--- src/rtl/riscv_hazard_ctrl.sv ---
// Hazard and forwarding controller for a 5-stage RV32I pipeline.
// Tracks destination-register info for EX/MEM/WB in a shadow pipeline.
// Derives stall/flush/freeze strobes and EX operand forwarding selects.
module riscv_hazard_ctrl #(
  parameter int REG_AW = 5,
  parameter int CNT_W  = 16
) (
  input  logic              i_clk,
  input  logic              i_rstn,
  input  logic              i_hzd_id_valid,
  input  logic [REG_AW-1:0] i_hzd_id_rs1,
  input  logic [REG_AW-1:0] i_hzd_id_rs2,
  input  logic              i_hzd_id_use_rs1,
  input  logic              i_hzd_id_use_rs2,
  input  logic [REG_AW-1:0] i_hzd_id_rd,
  input  logic              i_hzd_id_reg_wr_en,
  input  logic              i_hzd_id_is_load,
  input  logic              i_hzd_ex_redirect,
  input  logic              i_hzd_mem_busy,
  output logic              o_hzd_stall_if,
  output logic              o_hzd_stall_id,
  output logic              o_hzd_flush_id,
  output logic              o_hzd_flush_ex,
  output logic              o_hzd_freeze,
  output logic [1:0]        o_hzd_fwd_a,
  output logic [1:0]        o_hzd_fwd_b,
  output logic [CNT_W-1:0]  o_hzd_lu_cnt
);

  // EX shadow entry (carries sources for forwarding)
  logic              ex_vld_q, ex_wr_q, ex_ld_q, ex_use1_q, ex_use2_q;
  logic [REG_AW-1:0] ex_rd_q, ex_rs1_q, ex_rs2_q;
  // MEM and WB shadow entries
  logic              mem_vld_q, mem_wr_q, mem_ld_q;
  logic [REG_AW-1:0] mem_rd_q;
  logic              wb_vld_q, wb_wr_q;
  logic [REG_AW-1:0] wb_rd_q;
  logic [CNT_W-1:0]  cnt_q, cnt_d;

  logic ex_writer, mem_writer, wb_writer;
  logic lu_hit, lu_stall;

  // x0 writes are discarded by the regfile, so they never create a hazard
  assign ex_writer  = ex_vld_q  & ex_wr_q  & (ex_rd_q  != '0);
  assign mem_writer = mem_vld_q & mem_wr_q & (mem_rd_q != '0);
  assign wb_writer  = wb_vld_q  & wb_wr_q  & (wb_rd_q  != '0);

  assign lu_hit = i_hzd_id_valid & ex_writer & ex_ld_q &
                  ((i_hzd_id_use_rs1 & (i_hzd_id_rs1 == ex_rd_q)) |
                   (i_hzd_id_use_rs2 & (i_hzd_id_rs2 == ex_rd_q)));

  // Control strobes: reset forces all low, then freeze > redirect > load-use
  always_comb begin
    o_hzd_stall_if = 1'b0;
    o_hzd_stall_id = 1'b0;
    o_hzd_flush_id = 1'b0;
    o_hzd_flush_ex = 1'b0;
    o_hzd_freeze   = 1'b0;
    lu_stall       = 1'b0;
    if (i_rstn) begin
      if (i_hzd_mem_busy) begin
        o_hzd_freeze   = 1'b1;
        o_hzd_stall_if = 1'b1;
        o_hzd_stall_id = 1'b1;
      end else if (i_hzd_ex_redirect) begin
        // the ID instruction is being killed, so its load-use hazard is moot
        o_hzd_flush_id = 1'b1;
        o_hzd_flush_ex = 1'b1;
      end else if (lu_hit) begin
        o_hzd_stall_if = 1'b1;
        o_hzd_stall_id = 1'b1;
        o_hzd_flush_ex = 1'b1;
        lu_stall       = 1'b1;
      end
    end
  end

  // Forwarding selects; a load still in MEM is never a source (load-use stall covers it)
  always_comb begin
    o_hzd_fwd_a = 2'b00;
    o_hzd_fwd_b = 2'b00;
    if (ex_vld_q && ex_use1_q) begin
      if (mem_writer && !mem_ld_q && (mem_rd_q == ex_rs1_q)) o_hzd_fwd_a = 2'b01;
      else if (wb_writer && (wb_rd_q == ex_rs1_q))           o_hzd_fwd_a = 2'b10;
    end
    if (ex_vld_q && ex_use2_q) begin
      if (mem_writer && !mem_ld_q && (mem_rd_q == ex_rs2_q)) o_hzd_fwd_b = 2'b01;
      else if (wb_writer && (wb_rd_q == ex_rs2_q))           o_hzd_fwd_b = 2'b10;
    end
  end

  // Shadow pipeline advance; holds while memory is busy, EX takes a bubble on flush
  always_ff @(posedge i_clk or negedge i_rstn) begin
    if (!i_rstn) begin
      ex_vld_q  <= 1'b0;
      ex_wr_q   <= 1'b0;
      ex_ld_q   <= 1'b0;
      ex_use1_q <= 1'b0;
      ex_use2_q <= 1'b0;
      ex_rd_q   <= '0;
      ex_rs1_q  <= '0;
      ex_rs2_q  <= '0;
      mem_vld_q <= 1'b0;
      mem_wr_q  <= 1'b0;
      mem_ld_q  <= 1'b0;
      mem_rd_q  <= '0;
      wb_vld_q  <= 1'b0;
      wb_wr_q   <= 1'b0;
      wb_rd_q   <= '0;
    end else if (!i_hzd_mem_busy) begin
      wb_vld_q  <= mem_vld_q;
      wb_wr_q   <= mem_wr_q;
      wb_rd_q   <= mem_rd_q;
      mem_vld_q <= ex_vld_q;
      mem_wr_q  <= ex_wr_q;
      mem_ld_q  <= ex_ld_q;
      mem_rd_q  <= ex_rd_q;
      if (o_hzd_flush_ex) begin
        ex_vld_q  <= 1'b0;
        ex_wr_q   <= 1'b0;
        ex_ld_q   <= 1'b0;
        ex_use1_q <= 1'b0;
        ex_use2_q <= 1'b0;
        ex_rd_q   <= '0;
        ex_rs1_q  <= '0;
        ex_rs2_q  <= '0;
      end else begin
        ex_vld_q  <= i_hzd_id_valid;
        ex_wr_q   <= i_hzd_id_reg_wr_en;
        ex_ld_q   <= i_hzd_id_is_load;
        ex_use1_q <= i_hzd_id_use_rs1;
        ex_use2_q <= i_hzd_id_use_rs2;
        ex_rd_q   <= i_hzd_id_rd;
        ex_rs1_q  <= i_hzd_id_rs1;
        ex_rs2_q  <= i_hzd_id_rs2;
      end
    end
  end

  // Saturating load-use stall counter next state
  always_comb begin
    cnt_d = cnt_q;
    if (lu_stall && (cnt_q != '1)) cnt_d = cnt_q + CNT_W'(1);
  end

  // Load-use stall counter register
  always_ff @(posedge i_clk or negedge i_rstn) begin
    if (!i_rstn) cnt_q <= '0;
    else         cnt_q <= cnt_d;
  end

  assign o_hzd_lu_cnt = cnt_q;

endmodule

--- config.mk ---
export PLATFORM = sky130hd
export DESIGN_NAME = riscv_hazard_ctrl
export DESIGN_NICKNAME = d
export VERILOG_FILES = /design/src/rtl/riscv_hazard_ctrl.sv
export SDC_FILE = /design/constraint.sdc
export NUM_CORES = 1
export LEC_CHECK = 0
export ABC_CLOCK_PERIOD_IN_PS = 1800
export CAP_MARGIN = 25
export CELL_PAD_IN_SITES_DETAIL_PLACEMENT = 1
export CELL_PAD_IN_SITES_GLOBAL_PLACEMENT = 2
export CORE_MARGIN = 10
export CORE_UTILIZATION = 31
export CTS_BUF_LIST = sky130_fd_sc_hd__clkbuf_8
export DETAILED_ROUTE_END_ITERATION = 10
export MAX_ROUTING_LAYER = met4
export PLACE_DENSITY = 0.88
export SYNTH_ARGS = -nofsm -noshare
export SYNTH_HDL_FRONTEND = slang
export SYNTH_SLANG_ARGS = --single-unit
--- constraint.sdc ---
create_clock -name i_clk -period 1.8 [get_ports i_clk]
set_input_delay 0.36 -clock i_clk [delete_from_list [all_inputs] [get_ports i_clk]]
set_output_delay 0.36 -clock i_clk [all_outputs]
set_load 0.01 [all_outputs]
* Word-level counts from Yosys, hierarchy flattened
Cells that the tools add are included.
Word-level totals: flip-flop bits (word level) 51, input bits 24, output and inout port bits 25, word-level logic and storage cells 76
Cells by class: $add $sub $neg 1, equal/unequal tests 7, mux-type cells 28, bitwise logic cells 12, reduce and logical (&&, ||, !) cells 12
Operators with widths (count):
- == test 5 bit | 6
- two-way mux 1 bit | 19
- adder 16 x 1 -> 16 bit, second input constant | 1
- != test 16 bit, second input constant | 1
- two-way mux 5 bit | 3
- nonzero test 5 bit | 3
- two-way mux 2 bit | 6
- bitwise AND 1 bit | 11
- logical AND 1 bit | 8
- logical NOT 1 bit | 1
- bitwise OR 1 bit | 1

* Longest topological paths before layout
depth after elaboration 10, gate-level depth with buffers 7

* Worst setup path after synthesis
Ideal clock, no wire load.
kind register to register, start register cnt_q[7], in the netlist o_hzd_lu_cnt[7], end register cnt_q[1], in the netlist o_hzd_lu_cnt[1], arrival time 1.867 ns, required time 1.672 ns, path slack -0.195 ns, cell stages (with the launch flop) 7, buffers on the path 1, period minus slack after synthesis 1.995 ns, cells stage by stage dfrtp_1 > nand4_2 > or3_4 > o31a_1 > nand4b_4 > buf_8 > mux2_1
Between the ends: cells in the longest elaborated chain, start to end 2
Ends and longest elaborated chain:
- start: declaration | line 38 | logic [CNT_W-1:0] cnt_q, cnt_d;
- start signal: assignment | line 149 | else cnt_q <= cnt_d;
- != test 16 bit | line 143 | if (lu_stall && (cnt_q != '1)) cnt_d = cnt_q + CNT_W'(1);
- logical AND 1 bit | line 143
Every way passes these cells. A chain may end at the register's enable or synchronous reset.

* Final worst setup path
start register ex_rd_q[4], end output o_hzd_stall_if
Between the ends: cells in the longest elaborated chain, start to end 9, elaborated cells on any way between the ends 14, classes of those cells 2 x eq/ne; 4 x mux; 7 x bitwise; 1 x reduce/logical
Ends and longest elaborated chain:
- start: declaration | line 32 | logic [REG_AW-1:0] ex_rd_q, ex_rs1_q, ex_rs2_q;
- start signal: assignment | line 133 | ex_rd_q <= i_hzd_id_rd;
- nonzero test 5 bit | line 44 | assign ex_writer = ex_vld_q & ex_wr_q & (ex_rd_q != '0);
- bitwise AND 1 bit | line 44
- bitwise AND 1 bit (2 in series) | line 48 | assign lu_hit = i_hzd_id_valid & ex_writer & ex_ld_q &
- bitwise AND 1 bit (*) | line 48
- two-way mux 1 bit (*) | line 69 | end else if (lu_hit) begin
- two-way mux 1 bit (*) | line 65 | end else if (i_hzd_ex_redirect) begin
- two-way mux 1 bit (*) | line 61 | if (i_hzd_mem_busy) begin
- two-way mux 1 bit (*) | line 60 | if (i_rstn) begin
- end: declaration | line 20 | output logic o_hzd_stall_if,
Every way passes the cells marked *; elsewhere a longest branch is shown, timed or not.

==> Flow_metrics.wiki <==
{| class="wikitable"
! Metric !! Value
|-
| Setup repair after global routing missed its margin || yes
|-
| Overall die height || 112 um
|-
| DRC violations left || 0
|-
| Share of the clock period used by the worst path after layout || 126%
|-
| Net Count, Synth || 256
|-
| Worst rel slew slack || 59.6%
|-
| Number of max-cap violations || 0
|-
| Largest clock skew in the final design || 20.2 ps
|-
| Synthesis-to-layout area growth || 57.7%
|-
| Count of antenna-violating nets left after detailed routing || 0
|-
| Post-route setup slack || -475 ps
|-
| Longest individual stage delay on the worst path || 460 ps
|-
| Internal Power || 1.97 mW
|-
| Final Net Count || 373
|-
| Initial antenna violation count || 1
|-
| Critical setup path kind || reg2out
|-
| Number of rows created at floorplan || 33
|-
| Startpoint of the most critical setup path || ex_rd_q[4]$_DFFE_PN0N_
|-
| Total number of vias || 2244
|-
| Chain of cells forming the critical path || xnor2_2 -> nand4_1 -> o22ai_2 -> and2_4 -> nor2b_1 -> o21a_1 -> buf_2
|-
| Kind of end point of the critical path || output port
|-
| Vias in the first global route || 2574
|-
| Overall track demand over capacity in global routing || 14.0%
|-
| # hold bufs at CTS || 0
|-
| Sequential area share after synthesis || 49.1%
|-
| Synthesis warning total || 0
|-
| TritonCTS clock tree || built
|-
| Post-Place Worst Slack || -1030 ps
|-
| Top fanout value on the critical path || 3
|-
| Unique masters post-synth || 34
|-
| Detailed placer's ending HPWL || 6100 um
|-
| Worst hold-check path type || in2async
|-
| Worst-case hold slack || 157 ps
|-
| Cell count after synthesis || 231
|-
| Kind of start point of the critical path || flip-flop
|-
| Highest routed metal layer || met4
|-
| Number of max-slew violations in the final report || 0
|-
| Final weighted congestion of routability-driven global placement || 0.815
|-
| Post-route minimum period || 2280 ps
|-
| Synth Cell Area || 2600 sq um
|-
| Share of total power in the clock network || 24.4%
|-
| Post-DR vias/cell || 4.93
|-
| Overall Power || 2.81 mW
|-
| Mean cell area of the mapped netlist || 11.3 sq um
|-
| I/O pins || 49
|-
| Top Family by Delay on Critical Path || flip-flops
|-
| Worst reg2reg path startpoint || ex_rd_q[4]$_DFFE_PN0N_
|-
| Violated checks || setup timing
|-
| Total negative slack || -5270 ps
|-
| FF+latch count, synth || 51
|-
| Clock latency reported for the late side of the worst-skew pair || 310 ps
|-
| Number of flops mapped to enable cells by yosys || 0
|-
| Routed wire length on met2 || 4640 um
|-
| Number of optimization iterations in the first detailed-route pass || 4
|-
| NetSw || 835 uW
|-
| Total clock buffers created by CTS || 5
|-
| Fill cells || 882
|-
| Initial DRC count || 70
|-
| Combinational cell fraction of total power || 26.6%
|-
| Clock transition at path regs || 100 ps
|-
| Root buffer cell || sky130_fd_sc_hd__clkbuf_8
|-
| Least-Margin Pin Slew || 604 ps
|-
| Core Footprint || 8180 sq um
|-
| Run status || finished, violations left
|-
| Final count of negative-setup-slack endpoints || 22
|-
| Final core utilization || 50.2%
|-
| Fraction of power spent switching nets || 29.8%
|-
| Remaining global-route overflow || 0
|-
| Global-route wire length before repair || 13800 um
|-
| Routed length on met3 || 273 um
|-
| Leak || 2.04 nW
|-
| Top flip-flop cell by instance count after synthesis || sky130_fd_sc_hd__dfrtp_1
|-
| Width of the die || 112 um
|-
| Avg WL per Cell || 19.7 um
|-
| Asr flop ratio synth || 100%
|-
| Slowest library cell on the worst path || sky130_fd_sc_hd__dfrtp_2
|-
| Wire length the detailed router placed on met1 || 3860 um
|-
| Max clock buf depth || 2
|-
| Part of the total power dissipated in sequential elements || 49.0%
|-
| Required @ worst endpoint || 1440 ps
|-
| Initial standard-cell utilization of the core || 31.8%
|-
| Input/output buffers || 48
|-
| Largest net degree at the start of global routing || 36
|-
| CTS sink count || 51
|-
| Buffer and inverter count on the worst path || 1
|-
| Total wire length after detailed routing || 8950 um
|-
| Endpoints failing hold || 0
|-
| Critical path arrival || 1920 ps
|-
| Maximum clock frequency || 0.440 GHz
|-
| H-tree levels || 2
|-
| Fraction of final layout cells sized beyond drive strength 1 || 41.5%
|-
| Die ar. || 12500 sq um
|-
| Cell area power density || 684 nW/um^2
|-
| IR Drop Worst-Case VDD || 0.265 mV
|}
-- placed cells by master, fill, tap and decap left out, types with 4 or more instances in the layout --
cell type and count:
sky130_fd_sc_hd__xor2_1 19, sky130_fd_sc_hd__mux2i_1 20, sky130_fd_sc_hd__dfrtp_2 6, sky130_fd_sc_hd__nand3_1 6, sky130_fd_sc_hd__dlygate4sd2_1 6, sky130_fd_sc_hd__inv_1 5
sky130_fd_sc_hd__nor2_4 4, sky130_fd_sc_hd__nand4_1 6, sky130_fd_sc_hd__buf_4 61, sky130_fd_sc_hd__dfrtp_1 45, sky130_fd_sc_hd__nor2_1 22, sky130_fd_sc_hd__xnor2_2 6
sky130_fd_sc_hd__xnor2_1 18, sky130_fd_sc_hd__nor4_4 4, sky130_fd_sc_hd__clkdlybuf4s50_1 28, sky130_fd_sc_hd__buf_2 9, sky130_fd_sc_hd__nor3_4 7, sky130_fd_sc_hd__dlymetal6s2s_1 5
sky130_fd_sc_hd__nand2_1 8, sky130_fd_sc_hd__clkbuf_8 6, sky130_fd_sc_hd__mux2_2 15, sky130_fd_sc_hd__buf_6 5
-- cell usage after synthesis, drive strengths merged (2+ instances only) --
cell	instances	area, sq um
nor2b	2	12.5
buf	6	40.0
inv	4	15.0
or4	2	15.0
nor2	26	97.6
o21a	3	22.5
dfrtp	51	1280
nor3	10	60.1
xnor2	24	210
nand3	8	40.0
and2	3	18.8
xor2	20	175
nand4	7	50.1
nor4	7	43.8
nand2	8	30.0
clkbuf	2	7.51
mux2	16	180
a21oi	2	10.0
mux2i	20	200
and3	2	12.5
-- state kept, by name (all words and copies together) (netlist names) --
name / flops
mem_rd_q: 5
wb_rd_q: 5
ex_rs1_q: 5
ex_rd_q: 5
ex_use2_q: 1
o_hzd_lu_cnt: 16
ex_ld_q: 1
wb_vld_q: 1
mem_wr_q: 1
wb_wr_q: 1
mem_ld_q: 1
mem_vld_q: 1
ex_wr_q: 1
ex_rs2_q: 5
ex_use1_q: 1
ex_vld_q: 1
-- layout make-up --
class,count,area (sq um),share of cell area [%]
repair buffers,118,1030,25.1
flip-flops and latches,51,1280,31.3
well taps,105,131,3.20
inverters,4,15.0,0.366
multi-input cells,168,1550,37.8
clock inverters,2,8.76,0.213
clock buffers,6,82.6,2.01
diodes,1,2.50,0.0610
-- worst reg2reg max path, stage by stage, from the launching register on --
cell and delay, ps:
sky130_fd_sc_hd__dfrtp_2 460, sky130_fd_sc_hd__xnor2_2 190, sky130_fd_sc_hd__nand4_1 120, sky130_fd_sc_hd__o22ai_2 240, sky130_fd_sc_hd__buf_4 160, sky130_fd_sc_hd__nand4b_4 210
sky130_fd_sc_hd__buf_8 230, sky130_fd_sc_hd__nor3_4 160, sky130_fd_sc_hd__xor2_1 170
-- layer usage --
layer	GRT usage [%]	vias up
li1	-	1028
met2	24.2	44
met5	-	-
met1	16.0	1159
met3	3.11	13
met4	3.17	0
-- through the flow --
| stage | instance area [sq um] | std cells |
|---|---|---|
| global placement | 3640 | 438 |
| global route | 4100 | 455 |
| floorplan | 2630 | 231 |
| finish | 4100 | 455 |
| detailed placement | 3640 | 438 |
| CTS | 3950 | 450 |
-- power by group through the flow --
stage          combinational (mW)  clock [mW]  sequential, mW
3_3_place_gp                0.610           0            1.38
5_1_grt                     0.804       0.751            1.38
2_1_floorplan               0.298           0            1.37
6_report                    0.747       0.684            1.37
4_1_cts                     0.673       0.704            1.36
3_5_place_dp                0.635           0            1.38
-- repair_timing --
action,4_1_cts,5_1_grt
resized for setup,76,24
pin swaps,26,20
endpoints found under the setup margin,43,45
endpoints found under the hold margin,0,0
buffers inserted,7,5
-- path summary, 6_finish.rpt --
kind                       slack (ps)  depth (start not counted)                           end
max in group asynchronous        1250                          3       mem_rd_q[2]$_DFFE_PN0N_
hold reg to reg                   510                          1  o_hzd_lu_cnt[15]$_DFFE_PN0P_
setup / recovery                 -480                          7                o_hzd_stall_if
setup reg to reg                 -240                          8   o_hzd_lu_cnt[5]$_DFFE_PN0P_
hold / removal                    160                          3       ex_rs1_q[4]$_DFFE_PN0N_
min in group i_clk                410                          3       ex_rs2_q[3]$_DFFE_PN0N_
-- logic make-up after synthesis --
logic type               count (synthesis)  share of synthesized area [%]
AND/OR/NAND/NOR                         77                           16.0
adder cells (fa/ha/maj)                  1                          0.481
multiplexers                            36                           14.6
XOR/XNOR                                44                           14.8
flip-flops                              51                           49.1
AO/OA/AOI/OAI                           10                           2.65
buffers and inverters                   12                           2.41
No activity file was read; power rests on OpenSTA's default activity.
